<file path="config.mk">
export PLATFORM = sky130hd
export DESIGN_NAME = sim_ctrl
export DESIGN_NICKNAME = d
export VERILOG_FILES = /design/src/rtl/sim_ctrl.sv
export SDC_FILE = /design/constraint.sdc
export NUM_CORES = 1
export LEC_CHECK = 0
export ABC_CLOCK_PERIOD_IN_PS = 8200
export CORE_ASPECT_RATIO = 1.2
export CORE_MARGIN = 2
export CORE_UTILIZATION = 54
export DETAILED_ROUTE_END_ITERATION = 16
export PLACE_DENSITY = 0.75
export RECOVER_POWER = 25
export SLEW_MARGIN = 20
export SYNTH_ARGS = -nofsm -noshare
export SYNTH_HDL_FRONTEND = slang
export SYNTH_SLANG_ARGS = --single-unit
</file>
<file path="constraint.sdc">
create_clock -name clk -period 8.2 [get_ports clk]
set_input_delay 2.46 -clock clk [delete_from_list [all_inputs] [get_ports clk]]
set_output_delay 2.46 -clock clk [all_outputs]
set_load 0.01 [all_outputs]
</file>
<file path="src/rtl/sim_ctrl.sv">
// Simulation controller: sequences core reset, watches tohost for a verdict,
// enforces a RUN-cycle watchdog and logs signature writes into a ring buffer.
module sim_ctrl #(
    parameter int unsigned RST_CYCLES  = 4,
    parameter int unsigned TIMEOUT     = 1000,
    parameter int unsigned CNT_W       = 32,
    parameter logic [31:0] TOHOST_ADDR = 32'h0000_1000,
    parameter logic [31:0] SIG_ADDR    = 32'h0000_1004,
    parameter int unsigned SIG_DEPTH   = 8
) (
    input  logic                       clk,
    input  logic                       rst,
    output logic                       core_rst_n,
    input  logic                       mem_we,
    input  logic [31:0]                mem_addr,
    input  logic [31:0]                mem_wdata,
    input  logic                       inst_retire,
    output logic                       done,
    output logic [1:0]                 result,
    output logic [31:0]                fail_code,
    output logic [CNT_W-1:0]           cycles,
    output logic [CNT_W-1:0]           retired,
    output logic [$clog2(SIG_DEPTH):0] sig_count,
    output logic                       sig_ovf,
    input  logic [$clog2(SIG_DEPTH)-1:0] sig_raddr,
    output logic [31:0]                sig_rdata
);

    localparam int unsigned PW = $clog2(SIG_DEPTH);
    localparam int unsigned HW = (RST_CYCLES > 1) ? $clog2(RST_CYCLES) : 1;
    localparam logic [HW-1:0]    HOLD_LAST = HW'(RST_CYCLES - 1);
    localparam logic [CNT_W-1:0] RUN_LAST  = CNT_W'(TIMEOUT - 1);
    localparam logic [PW:0]      SIG_FULL  = (PW+1)'(SIG_DEPTH);

    typedef enum logic [1:0] {S_HOLD, S_RUN, S_DONE} state_t;

    state_t           r_state;
    logic [HW-1:0]    r_hold_cnt;
    logic             r_core_rst_n;
    logic             r_done;
    logic [1:0]       r_result;
    logic [31:0]      r_fail_code;
    logic [CNT_W-1:0] r_cycles;
    logic [CNT_W-1:0] r_retired;
    logic [PW-1:0]    r_wr_ptr;
    logic [PW:0]      r_sig_count;
    logic             r_sig_ovf;
    logic [31:0]      r_buf [SIG_DEPTH];

    logic          w_run;
    logic          w_tohost_wr;
    logic          w_sig_wr;
    logic          w_timeout;
    logic [PW-1:0] w_rd_idx;

    assign w_run       = (r_state == S_RUN);
    assign w_tohost_wr = w_run && mem_we && (mem_addr == TOHOST_ADDR) && (mem_wdata != '0);
    assign w_sig_wr    = w_run && mem_we && (mem_addr == SIG_ADDR);
    assign w_timeout   = w_run && (r_cycles == RUN_LAST);

    always_ff @(posedge clk or posedge rst) begin
        if (rst) begin
            r_state      <= S_HOLD;
            r_hold_cnt   <= '0;
            r_core_rst_n <= 1'b0;
            r_done       <= 1'b0;
            r_result     <= 2'b00;
            r_fail_code  <= '0;
            r_cycles     <= '0;
            r_retired    <= '0;
            r_wr_ptr     <= '0;
            r_sig_count  <= '0;
            r_sig_ovf    <= 1'b0;
        end else begin
            case (r_state)
                S_HOLD: begin
                    if (r_hold_cnt == HOLD_LAST) begin
                        r_state      <= S_RUN;
                        r_core_rst_n <= 1'b1;
                    end else begin
                        r_hold_cnt <= r_hold_cnt + HW'(1);
                    end
                end
                S_RUN: begin
                    r_cycles <= r_cycles + CNT_W'(1);
                    if (inst_retire)
                        r_retired <= r_retired + CNT_W'(1);
                    // A verdict write on the watchdog's last cycle takes precedence.
                    if (w_tohost_wr) begin
                        r_state <= S_DONE;
                        r_done  <= 1'b1;
                        if (mem_wdata == 32'd1) begin
                            r_result    <= 2'b01;
                            r_fail_code <= '0;
                        end else begin
                            r_result    <= 2'b10;
                            r_fail_code <= {1'b0, mem_wdata[31:1]};
                        end
                    end else if (w_timeout) begin
                        r_state  <= S_DONE;
                        r_done   <= 1'b1;
                        r_result <= 2'b11;
                    end
                    if (w_sig_wr) begin
                        r_wr_ptr <= r_wr_ptr + PW'(1);
                        if (r_sig_count == SIG_FULL)
                            r_sig_ovf <= 1'b1;
                        else
                            r_sig_count <= r_sig_count + (PW+1)'(1);
                    end
                end
                S_DONE: begin
                end
                default: r_state <= S_HOLD;
            endcase
        end
    end

    always_ff @(posedge clk) begin
        if (w_sig_wr)
            r_buf[r_wr_ptr] <= mem_wdata;
    end

    // Oldest valid entry sits sig_count slots behind the write pointer.
    assign w_rd_idx  = r_wr_ptr - r_sig_count[PW-1:0] + sig_raddr;
    assign sig_rdata = r_buf[w_rd_idx];

    assign core_rst_n = r_core_rst_n;
    assign done       = r_done;
    assign result     = r_result;
    assign fail_code  = r_fail_code;
    assign cycles     = r_cycles;
    assign retired    = r_retired;
    assign sig_count  = r_sig_count;
    assign sig_ovf    = r_sig_ovf;

endmodule

</file>
Word level (Yosys, flattened, before mapping). Memory sizes are Yosys's and may differ from the RTL's. Cells that the tools add are included.

Add/sub/neg operators: 7. Reduce and logical (&&, ||, !) cells: 17. Muxes and demuxes: 12. Bitwise logic cells: 3. Eq/ne operators: 10.

Operator list (number): 32-bit by 1-bit adder with 32-bit output, second input constant (2); 32-bit by 13-bit == test with 1-bit output, second input constant (2); 32-bit by 1-bit == test with 1-bit output, second input constant (1); 32-bit by 10-bit == test with 1-bit output, second input constant (1); 32-bit nonzero test (1); 31-bit two-way mux (1); 2-bit two-way mux (6); 2-bit AND reduction (6); 3-bit AND reduction (3); 2-bit one-hot mux with 3 select lines (1); 1-bit logical AND (5); 4-bit by 1-bit adder with 4-bit output, second input constant (1); 2-bit == test, second input constant (2); 4-bit == test, second input constant (1); 1-bit two-way mux (4); 3-bit by 1-bit adder with 3-bit output, second input constant (1); 3-bit adder (1); 3-bit by 1-bit != test with 1-bit output, second input constant (1); 1-bit NOT (3); 3-bit subtractor (1); 2-bit by 1-bit adder with 2-bit output, second input constant (1); 2-bit by 1-bit == test with 1-bit output, second input constant (1); 2-bit zero test (1); 2-bit != test, second input constant (1); 2-bit nonzero test (1).

Output and inout port bits: 137. RAM bits: 256. Word-level logic and storage cells: 61. Bits of input ports: 71. Bits in registers: 112. Memories kept: 1.

Memory list: r_buf (depth 8, bits a word 32, read ports 1, clocked after memory_dff 0, wr ports 1, line 48) `logic [31:0] r_buf [SIG_DEPTH];`.

Depth between registers and ports, before layout. Gate-level depths: netlist (run 1).

Depth after elaboration: 6. Mapped depth: 10. Gate-level depth less buffers: 9.

Worst setup path after synthesis (run 1). No wires, ideal clock.

Kind: input to register. From: input mem_addr[17]. To: memory r_buf[4][0] (enable). Path buffers: 0. Setup time: 0.513 ns. Stages on the path: 4. Arrival: 6.923 ns. Required time: 7.687 ns. Path slack: 0.764 ns. Cells stage by stage: nor4_1 nand4_1 or4_1 nor4b_1.

Cells in the longest elaborated chain, start to end: 4.

RTL lines: from (decl) (line 15) `input logic [31:0] mem_addr,`; 32-bit by 13-bit == test with 1-bit output (line 58) `assign w_sig_wr = w_run && mem_we && (mem_addr == SIG_ADDR);`; 1-bit logical AND (line 58); 1-bit two-way mux (line 120) `if (w_sig_wr)`; 1-bit two-way mux (implied by the code) (line 121) `r_buf[r_wr_ptr] <= mem_wdata;`; to (decl) (line 48).

No other way between the ends.

Worst setup path after layout (run 1).
From: input sig_raddr[1]. To: output sig_rdata[30].

Cells in the longest elaborated chain, start to end: 2.

RTL lines: from (decl) (line 25) `input logic [$clog2(SIG_DEPTH)-1:0] sig_raddr,`; 3-bit adder (line 125) `assign w_rd_idx = r_wr_ptr - r_sig_count[PW-1:0] + sig_raddr;`; memory read 8 x 32 bit; to (decl) (line 26) `output logic [31:0] sig_rdata`.

No other way between the ends.

==> results of run 1 <==
registers in the layout, summed over array words and instances (netlist names):
name / cells
r_buf: 256
cycles: 32
retired: 32
fail_code: 31
sig_count: 4
r_wr_ptr: 3
r_hold_cnt: 2
r_state: 2
result: 2
core_rst_n: 1
done: 1
sig_ovf: 1
per-layer routing:
| metal | up-vias | part of all wire | GRT usage |
|---|---|---|---|
| met5 | - | 0.00040 | 0 |
| met3 | 40 | 0.058 | 0.0463 |
| met4 | 2 | 0.019 | 0.0633 |
| met1 | 4335 | 0.41 | 0.313 |
| met2 | 304 | 0.51 | 0.384 |
| li1 | 3687 | - | - |
critical path: cells and delay by family:
family / cells / cell delay [ps]
buf+inv: 6 / 1400
fa+ha+maj: 2 / 880
xor+xnor: 3 / 520
mux: 1 / 360
stage by stage:
| step | setup WS, ps | TNS [ps] | utilization |
|---|---|---|---|
| 2_1_floorplan | 764 | 0 | - |
| 3_3_place_gp | 97.6 | 0 | 0.647 |
| 3_5_place_dp | 30.3 | 0 | 0.647 |
| 4_1_cts | 25.5 | 0 | 0.693 |
| 5_1_grt | -23.6 | -97.0 | 0.693 |
| 6_report | 94.2 | 0 | 0.693 |
worst max-delay path by stage:
stage	depth (start not counted)	from	slack, ps	end
floorplan	4	mem_addr[17]	760	r_buf[4][0]
global placement	11	sig_raddr[1]	100	sig_rdata[1]
detailed placement	11	sig_raddr[1]	30	sig_rdata[1]
CTS	11	sig_raddr[1]	30	sig_rdata[6]
global route	12	sig_raddr[1]	-20	sig_rdata[0]
finish	12	sig_raddr[1]	90	sig_rdata[30]
where the power goes:
part	leakage, nW	switching, W	internal (W)
clock network	0.611	0.000707	0.00102
logic	2.34	0.000139	0.000175
registers	3.80	0.0000222	0.00200
area by class of cell:
cell class	instances	area share
inverter	14	0.00295
timing repair buffer	237	0.128
clock buffer	45	0.0523
tap	340	0.0228
sequential	367	0.561
multi-input combinational	400	0.219
clock inverter	23	0.0144
placed cells by master (no fill, tap or decap), types with 3 or more instances in the layout:
cell             synthesis  final
and3_1                  11     11
edfxtp_1               256    256
inv_1                   14     13
clkinv_1                 0      4
and4_1                   6      6
nand3_1                 21     21
dlygate4sd3_1            0     25
nor4_2                   2      4
a22o_1                  30     30
xor2_1                  18     18
xnor2_1                 53     51
mux2_1                  33     33
clkbuf_1                11      6
nor2_1                  19     18
nor4_1                  27     25
nor3_2                   0      3
clkinv_2                 0      8
nand4_1                 21     21
clkbuf_16                0     37
nand4b_1                 3      3
ha_1                     8      7
or4_1                    3      3
dfrtp_1                111    111
nor3_1                   9      6
nor4b_2                  2      3
mux2_2                   5      5
mux4_2                  64     64
bufinv_16                0      5
buf_4                    2     23
nand2_1                 31     31
clkdlybuf4s50_1          0    180
buf_12                   0      8
what timing repair did:
action | in CTS | in global routing
endpoints found under the setup margin | 0 | 11
resized for setup | 0 | 2
setup buffers | 0 | 1
cells by family (layout without fill, tap and decap cells):
kind of cell / after synthesis / after routing
AO/OA/AOI/OAI: 40 / 40
AND/OR/NAND/NOR: 175 / 175
XOR/XNOR: 71 / 71
multiplexers: 103 / 103
other: 1 / 1
buffers and inverters: 42 / 319
adder cells (fa/ha/maj): 10 / 10
flip-flops: 367 / 367
==> results.py, run 1 <==
metrics = {
    "run_status": {
        "status": "finished, final reports clean",
    },
    "floorplan": {
        "rows": 66,
        "core_area_um2": 26900,
        "initial_utilization": 0.545,
        "die-area_um2": 28500,
        "ioPinCount": 208,
        "die_y_um": 185,
        "die_w_um": 154,
    },
    "final_layout": {
        "area_delta_synth_final_pct": 27.3,
        "postLayoutCellArea_um2": 18700,
        "nNetsFinal": 1138,
        "ff_latch_area_um2": 10500,
        "drive_gt1_frac": 0.166,
        "fillers": 1782,
        "multi_input_area_um2": 4080,
        "n_antenna_cell": 0,
        "fin_cells": 1426,
    },
    "yosys": {
        "yosys.area_share.simple": 0.0693,
        "ys.flop_type": "edfxtp_1",
        "synthMuxAreaShare": 0.128,
        "synth_edf_count": 256,
        "syn_area_um2": 14700,
        "async_flop_share": 0.302,
        "synth_fp_nets": 890,
        "syn_area_per_cell_um2": 18.1,
        "synth_fa_ha_area_frac": 0.00955,
        "yosys-top-cells-count": "256 x edfxtp_1, 111 x dfrtp_1, 64 x mux4_2, 53 x xnor2_1, 33 x mux2_1",
        "netlist_instances": 809,
        "yosys-top-cells-area": "edfxtp_1 52%, dfrtp_1 19%, mux4_2 9.8%",
        "yosysSeqAreaShare": 0.714,
        "synth.most_common_cell": "edfxtp_1",
        "synth_top_family_by_area": "multiplexers",
        "ys_warn_count": 0,
        "synth-compound-area-share": 0.0234,
        "synth_top_cell_by_area": "edfxtp_1",
        "synth_top_area_share": 0.524,
        "synth.distinct_cells": 54,
        "yosys.area_share.xor_xnor": 0.0424,
        "synth_seq_cells": 367,
    },
    "worst_setup_path": {
        "r2r_slack_ps": 4920,
        "required_ps": 5740,
        "rr_worst_depth": 6,
        "cp_max_fo": 15,
        "rr_endpoint": "r_buf[7][5]",
        "end_kind": "primary output",
        "arrival_ps": 5650,
        "worst_path_largest_cell_delay_ps": 500,
        "critPathKind": "in -> out",
        "reg2reg_from": "r_state[1]",
        "critPathSlowestCell": "fa_1",
        "cp-start-kind": "input port",
        "cp_cell_sequence": "clkdlybuf4s50_1 -> inv_1 -> fa_1 -> inv_1 -> fa_2 -> xor2_1 -> xnor2_2 -> xnor2_2 -> buf_4 -> buf_12 -> mux2_1 -> clkdlybuf4s50_1",
    },
    "placed_design": {
        "place.gp.congestion": 0.814,
        "dpl_cell_area_um2": 17400,
        "placed_cells": 1357,
        "io_buffer_count": 206,
        "hpwl_um": 20200,
    },
    "sta": {
        "tightest_slew_ps": 972,
        "max_freq_mhz": 123,
        "skew_ps": 20.2,
        "fin_crit_sh": 0.989,
        "maxSlewViolCount": 0,
        "whs_ps": 471,
        "hold_viol_final": 0,
        "min_period_ps": 8110,
        "setup_violations": 0,
        "slew_headroom": 0.346,
    },
    "clock_tree": {
        "root_buffer": "clkbuf_16",
        "cts_sinks": 367,
        "clkLatencyLatePin_ps": 530,
        "cts_tree": "built",
        "clkTransAtPathRegs_ps": 60,
        "cts_buffers": 37,
        "cts_max_level": 2,
        "ctsHoldBuffers": 0,
        "cts_buffer_depth": 3,
    },
    "pwr": {
        "powerDensity_nw_per_um2": 218,
        "p_total_w": 0.00406,
        "irDropWorstVdd_mv": 0.154,
        "power.leakage_nw": 6.75,
    },
    "min_path": {
        "min_path_cells": 1,
        "hp-class": "reg -> reg",
        "worstHoldStart": "sig_ovf",
        "whs_endpoint": "sig_ovf",
    },
    "global_routing": {
        "grt_usage": 0.230,
        "antenna_found_initial": 1,
        "grt_pass1_wl_um": 50000,
        "grt_max_degree": 71,
        "grt_pass1_vias": 8691,
        "overflow": 0,
    },
    "drt": {
        "drtPass1Iterations": 5,
        "vias": 8368,
        "wl_per_cell_um": 22.6,
        "drcViolationCount": 0,
        "wl_um": 32200,
        "viasPerCell": 5.87,
        "drt_iter0_markers": 558,
        "ant_nets": 0,
    },
    "flow_run": {
        "maxCapViolCount": 0,
    },
}
No activity file was read; power rests on OpenSTA's default activity.
==> run 2, diff against run 1 <==
Settings changed: GPL_ROUTABILITY_DRIVEN set to 1, SLEW_MARGIN 20 to not set.
==> results of run 2 <==
No change in the layout: final DEF, timing and power equal those of run 1.
